<file path="src/rtl/led_breather_pkg.sv">
// Shared types and default parameters for the LED breathing-envelope block.
package led_breather_pkg;

    localparam int STATE_W = 3;

    localparam int         DEF_WIDTH      = 8;
    localparam int         DEF_STEP       = 1;
    localparam int         DEF_HOLD_TICKS = 64;
    localparam logic [7:0] DEF_LED_MASK   = 8'hFF;

    typedef enum logic [STATE_W-1:0] {
        ST_RISE    = 3'd0,
        ST_HOLD_HI = 3'd1,
        ST_FALL    = 3'd2,
        ST_HOLD_LO = 3'd3
    } env_state_e;

endpackage

</file>
<file path="src/rtl/led_breather_pwm_compare.sv">
// PWM comparator with registered LED drive. Optional squared-brightness duty
// stage is selected by the LED_BREATHER_GAMMA_EN macro.
module pwm_compare
    import led_breather_pkg::*;
#(
    parameter int         WIDTH    = DEF_WIDTH,
    parameter logic [7:0] LED_MASK = DEF_LED_MASK
) (
    input  logic             clk,
    input  logic             rst_n,
    input  logic [WIDTH-1:0] phase_i,
    input  logic [WIDTH-1:0] bright_i,
    output logic [7:0]       led_o
);

    logic [WIDTH-1:0] duty;
    logic             pwm_d;
    logic [7:0]       led_d;
    logic [7:0]       led_q;

`ifdef LED_BREATHER_GAMMA_EN
    logic [2*WIDTH-1:0] square;
    logic [WIDTH-1:0]   gamma_d;
    logic [WIDTH-1:0]   gamma_q;

    // Duty is the upper half of BRIGHT squared, registered to keep the
    // multiplier off the compare path.
    always_comb begin
        square  = {{WIDTH{1'b0}}, bright_i} * {{WIDTH{1'b0}}, bright_i};
        gamma_d = WIDTH'(square >> WIDTH);
    end

    always_ff @(posedge clk or negedge rst_n) begin
        if (!rst_n) begin
            gamma_q <= '0;
        end else begin
            gamma_q <= gamma_d;
        end
    end

    assign duty = gamma_q;
`else
    assign duty = bright_i;
`endif

    assign pwm_d = (phase_i < duty);

    genvar gi;
    generate
        for (gi = 0; gi < 8; gi++) begin : g_led
            assign led_d[gi] = pwm_d & LED_MASK[gi];
        end
    endgenerate

    always_ff @(posedge clk or negedge rst_n) begin
        if (!rst_n) begin
            led_q <= '0;
        end else begin
            led_q <= led_d;
        end
    end

    assign led_o = led_q;

endmodule

</file>
<file path="src/rtl/led_breather.sv">
// Breathing-brightness envelope FSM driving a PWM on the J3 LEDs.
// Build option: LED_BREATHER_GAMMA_EN enables the squared-duty stage.
module led_breather
    import led_breather_pkg::*;
#(
    parameter int         WIDTH      = DEF_WIDTH,
    parameter int         STEP       = DEF_STEP,
    parameter int         HOLD_TICKS = DEF_HOLD_TICKS,
    parameter logic [7:0] LED_MASK   = DEF_LED_MASK
) (
    input  logic               CLK,
    input  logic               RESETN,
    input  logic [WIDTH-1:0]   PHASE,
    input  logic               TICK,
    output logic [7:0]         O,
    output logic [STATE_W-1:0] STATE,
    output logic [WIDTH-1:0]   BRIGHT
);

    localparam int               HC_W      = $clog2(HOLD_TICKS + 1);
    localparam logic [WIDTH:0]   MAX_EXT   = {1'b0, {WIDTH{1'b1}}};
    localparam logic [WIDTH:0]   STEP_EXT  = (WIDTH + 1)'(STEP);
    localparam logic [HC_W-1:0]  HOLD_LOAD = HC_W'(HOLD_TICKS);
    localparam logic [HC_W-1:0]  HOLD_ONE  = HC_W'(1);

    env_state_e       state_q, state_d;
    logic [WIDTH-1:0] bright_q, bright_d;
    logic [HC_W-1:0]  hold_q, hold_d;
    logic [WIDTH:0]   sum;

    always_ff @(posedge CLK or negedge RESETN) begin
        if (!RESETN) begin
            state_q  <= ST_RISE;
            bright_q <= '0;
            hold_q   <= '0;
        end else begin
            state_q  <= state_d;
            bright_q <= bright_d;
            hold_q   <= hold_d;
        end
    end

    always_comb begin
        state_d  = state_q;
        bright_d = bright_q;
        hold_d   = hold_q;
        sum      = {1'b0, bright_q} + STEP_EXT;
        if (TICK) begin
            case (state_q)
                ST_RISE: begin
                    if (sum >= MAX_EXT) begin
                        bright_d = '1;
                        state_d  = ST_HOLD_HI;
                        hold_d   = HOLD_LOAD;
                    end else begin
                        bright_d = sum[WIDTH-1:0];
                    end
                end
                ST_HOLD_HI: begin
                    // A stray zero count still leaves the hold rather than wrapping.
                    if (hold_q <= HOLD_ONE) begin
                        state_d = ST_FALL;
                        hold_d  = '0;
                    end else begin
                        hold_d  = hold_q - HOLD_ONE;
                    end
                end
                ST_FALL: begin
                    if ({1'b0, bright_q} <= STEP_EXT) begin
                        bright_d = '0;
                        state_d  = ST_HOLD_LO;
                        hold_d   = HOLD_LOAD;
                    end else begin
                        bright_d = bright_q - STEP_EXT[WIDTH-1:0];
                    end
                end
                ST_HOLD_LO: begin
                    if (hold_q <= HOLD_ONE) begin
                        state_d = ST_RISE;
                        hold_d  = '0;
                    end else begin
                        hold_d  = hold_q - HOLD_ONE;
                    end
                end
                default: begin
                    state_d = ST_RISE;
                end
            endcase
        end
    end

    always_comb begin
        STATE  = state_q;
        BRIGHT = bright_q;
    end

    pwm_compare #(
        .WIDTH    (WIDTH),
        .LED_MASK (LED_MASK)
    ) u_pwm (
        .clk      (CLK),
        .rst_n    (RESETN),
        .phase_i  (PHASE),
        .bright_i (bright_q),
        .led_o    (O)
    );

endmodule

</file>
<file path="config.mk">
export PLATFORM = sky130hd
export DESIGN_NAME = led_breather
export DESIGN_NICKNAME = d
export VERILOG_FILES = /design/src/rtl/led_breather_pkg.sv /design/src/rtl/led_breather_pwm_compare.sv /design/src/rtl/led_breather.sv
export SDC_FILE = /design/constraint.sdc
export NUM_CORES = 1
export LEC_CHECK = 0
export ABC_CLOCK_PERIOD_IN_PS = 2700
export CORE_MARGIN = 2
export CORE_UTILIZATION = 48
export CTS_CLUSTER_SIZE = 12
export DETAILED_ROUTE_END_ITERATION = 7
export PLACE_DENSITY = 0.77
export SLEW_MARGIN = 20
export SYNTH_ARGS = -nofsm -noshare
export SYNTH_HDL_FRONTEND = slang
export SYNTH_SLANG_ARGS = --single-unit
</file>
<file path="constraint.sdc">
create_clock -name CLK -period 2.7 [get_ports CLK]
set_clock_uncertainty 0.1 [all_clocks]
set_input_delay 0.81 -clock CLK [delete_from_list [all_inputs] [get_ports CLK]]
set_output_delay 0.81 -clock CLK [all_outputs]
set_load 0.02 [all_outputs]
</file>
==> out/summary.txt <==
worst reg2reg path startpoint: BRIGHT[0]
H-tree depth reported by CTS: 1
post-DR vias/cell: 5.54
Worst slew margin: 0.570
crit path DAT: 1.54 ns
Yosys reg bits: 18
CP bufs+invs: 1
mapped cell area: 0.00169 mm^2
initial antenna violation count: 0
maximum VDD drop: 0.587 mV
Leakage Power: 0.861 nW
Slew Viols, Final: 0
Synth Area in Simple Gates: 0.175
Sequential Power Share: 0.235
Max Fclk: 0.408 GHz
share of layout cells above drive strength 1: 0.125
Post-CTS Resized: 0
vias in the first global route: 1323
Clock Latency Late Sink: 0.30 ns
largest family of logic cells by synthesized area: compound AO/OA/AOI/OAI gates
Logic pwr share: 0.697
CP peak stage delay: 0.67 ns
Yosys top cell area share: 0.266
gr busiest metal: met1
sequential cell area fraction in the yosys report: 0.266
Hold WC Path Type: register to register
synthesized net count: 227
Die X: 63.4 um
residual DRC count: 0
Crit Path Class: register to output port
detailed placement HPWL: 2950 um
total track usage: 0.201
Synth Area in XOR/XNOR: 0.0207
post-synth cell types: 53
clock sinks: 18
Worst Hold Path Cells: 2
M1 GR Usage: 0.315
NetSw: 1.22 mW
outcome: complete, no violations
TritonCTS buffer count: 3
I/O Pins: 30
Final min period: 2.45 ns
Synth area leader: dfrtp_1
Initial Utilization: 0.503
# hold bufs at CTS: 0
worst r2r dst: hold_q[0]
Power Density: 1200 mW/mm^2
Endpoint, Worst Hold: hold_q[6]
Synth Warn #: 0
FF-to-FF setup slack: 0.26 ns
internal power: 1.25 mW
DR iter-0 viols: 78
Post-CTS Setup Inserts: 0
CTS tree: done
Switching Fraction: 0.495
height of the die: 63.4 um
drt first pass iters: 4
final net count: 255
syn_area_per_cell: 8.59 um^2
CP Capture Type: output port
compound-cell area share of the yosys netlist: 0.275
grt met3 use: 0.0250
row count: 21
first-pass GRT wire length: 6440 um
ant diodes: 0
Max Root-Sink Buffers: 2
largest cells by area after synthesis: dfrtp_1 27%, ha_1 14%, o31ai_1 4.4%
CP Launch Type: register
routing usage on met2: 0.283
area grow syn2layout: 21.1%
Worst-Margin Slew: 0.628 ns
crit-path max FO: 12
worst setup margin: 0.249 ns
mux cell area share after synthesis: 0.0273
count leader, synth: ha_1
routability cong.: 0.868
number of synthesized flops with an enable pin: 0
Req. time, crit path: 1.79 ns
Final Cycle Share: 0.908
ANT nets after route: 0
Synth Instances: 197
final setup violation count: 0
vias post-DR: 1496
Worst-path clk slew: 0.11 ns
Hold Crit Start: hold_q[6]
post-route setup TNS: 0 ns
Worst path top cell family by delay: buffers and inverters
clock network fraction of design power: 0.069
post-DR wirelength/cell: 13.7 um
Synth top cells by count: 19 x ha_1, 18 x dfrtp_1, 18 x nor2_1
ys flop type: dfrtp_1
Final Hold Viols: 0
total gr overflow: 0
R2R depth: 7
Max Cap Violations: 0
area of the core: 0.00336 mm^2
IO buf count: 28
pin count of the biggest net entering global routing: 19
Setup WS pre-CTS: 0.139 ns
Root Buffer: clkbuf_4
final wirelength: 3700 um
full die area: 0.00402 mm^2
Worst path slowest cell: clkdlybuf4s50_1
Synth Area in Adders: 0.140
async set or reset register ratio after synthesis: 1.00
RSZ-0062 raised after global routing: false
crit path cell chain: clkdlybuf4s50_1
-- placed cells by master, fill, tap and decap left out, types with 2 or more instances in the layout --
| master | instances |
|---|---|
| nor2_1 | 18 |
| nand3_1 | 7 |
| clkdlybuf4s50_1 | 28 |
| or2_2 | 2 |
| mux2i_1 | 2 |
| ha_1 | 19 |
| nand2b_1 | 3 |
| nor3_1 | 7 |
| a2111oi_0 | 2 |
| inv_1 | 17 |
| buf_4 | 10 |
| o41ai_1 | 2 |
| a22oi_1 | 2 |
| dfrtp_1 | 17 |
| nand4_1 | 2 |
| a21oi_1 | 5 |
| o211ai_1 | 3 |
| o31a_1 | 3 |
| or3_1 | 4 |
| o21a_1 | 3 |
| o21ai_0 | 12 |
| a21o_1 | 3 |
| xnor2_1 | 4 |
| nand2_1 | 5 |
| a31oi_1 | 2 |
| o31ai_1 | 10 |
| clkbuf_4 | 3 |
-- area by class of cell --
class | instances | area [um^2]
Timing Repair Buffer | 38 | 355
Fill cell | 327 | 1310
Tap cell | 46 | 57.6
Multi-Input combinational cell | 147 | 1090
Clock buffer | 4 | 36.3
Sequential cell | 18 | 452
Inverter | 17 | 63.8
-- per-stage QoR --
step | power (mW) | hold slack, ns | std cells | utilization | cell area (um^2)
after CTS | 2.47 | 0.478 | 270 | 0.609 | 2050
after floorplan | 1.80 | 0.380 | 197 | - | 1690
after global routing | 2.71 | 0.526 | 270 | 0.610 | 2050
after detailed placement | 2.29 | 0.450 | 266 | 0.598 | 2010
final | 2.47 | 0.484 | 270 | 0.610 | 2050
after global placement | 2.26 | 0.405 | 266 | 0.598 | 2010
-- registers in the layout (all words and copies together), names as in the netlist --
signal and flops:
STATE 2, BRIGHT 8, hold_q 7, u_pwm.led_o 1
-- power by group through the flow --
stage | registers [mW] | clock network (mW) | logic (mW)
2_1_floorplan | 0.591 | 0 | 1.20
3_3_place_gp | 0.572 | 0 | 1.69
3_5_place_dp | 0.576 | 0 | 1.71
4_1_cts | 0.574 | 0.177 | 1.72
5_1_grt | 0.612 | 0.194 | 1.91
6_report | 0.578 | 0.169 | 1.72
-- cells by family after synthesis --
group                      after synthesis
AOI/OAI and AO/OA                       62
and+or+nand+nor                         57
buffers and inverters                   32
adders and majority gates               19
DFF                                     18
xor gates and xnor gates                 4
muxes                                    4
other                                    1
-- worst min-delay path, delay by kind of cell, from the launching register on --
family | cells | cell delay (ns)
flip-flops | 1 | 0.40
AO/OA/AOI/OAI | 2 | 0.15
-- per-layer routing --
layer	wire length (um)	vias up
li1	-	774
met1	1920	680
met2	1590	40
met3	171	2
met4	23	0
met5	0	-
-- worst max path at each step --
| stage | slack (ns) | to | startpoint | cells after the start |
|---|---|---|---|---|
| after floorplan | 0.02 | hold_q[0] | BRIGHT[0] | 9 |
| after global placement | 0.26 | u_pwm.led_o[0] | PHASE[5] | 6 |
| after detailed placement | 0.14 | u_pwm.led_o[0] | PHASE[5] | 6 |
| after CTS | 0.16 | hold_q[0] | BRIGHT[1] | 7 |
| after global routing | 0.05 | hold_q[6] | BRIGHT[0] | 8 |
| final | 0.25 | BRIGHT[2] | BRIGHT[2] | 1 |
(Power assumes the default switching activity.)
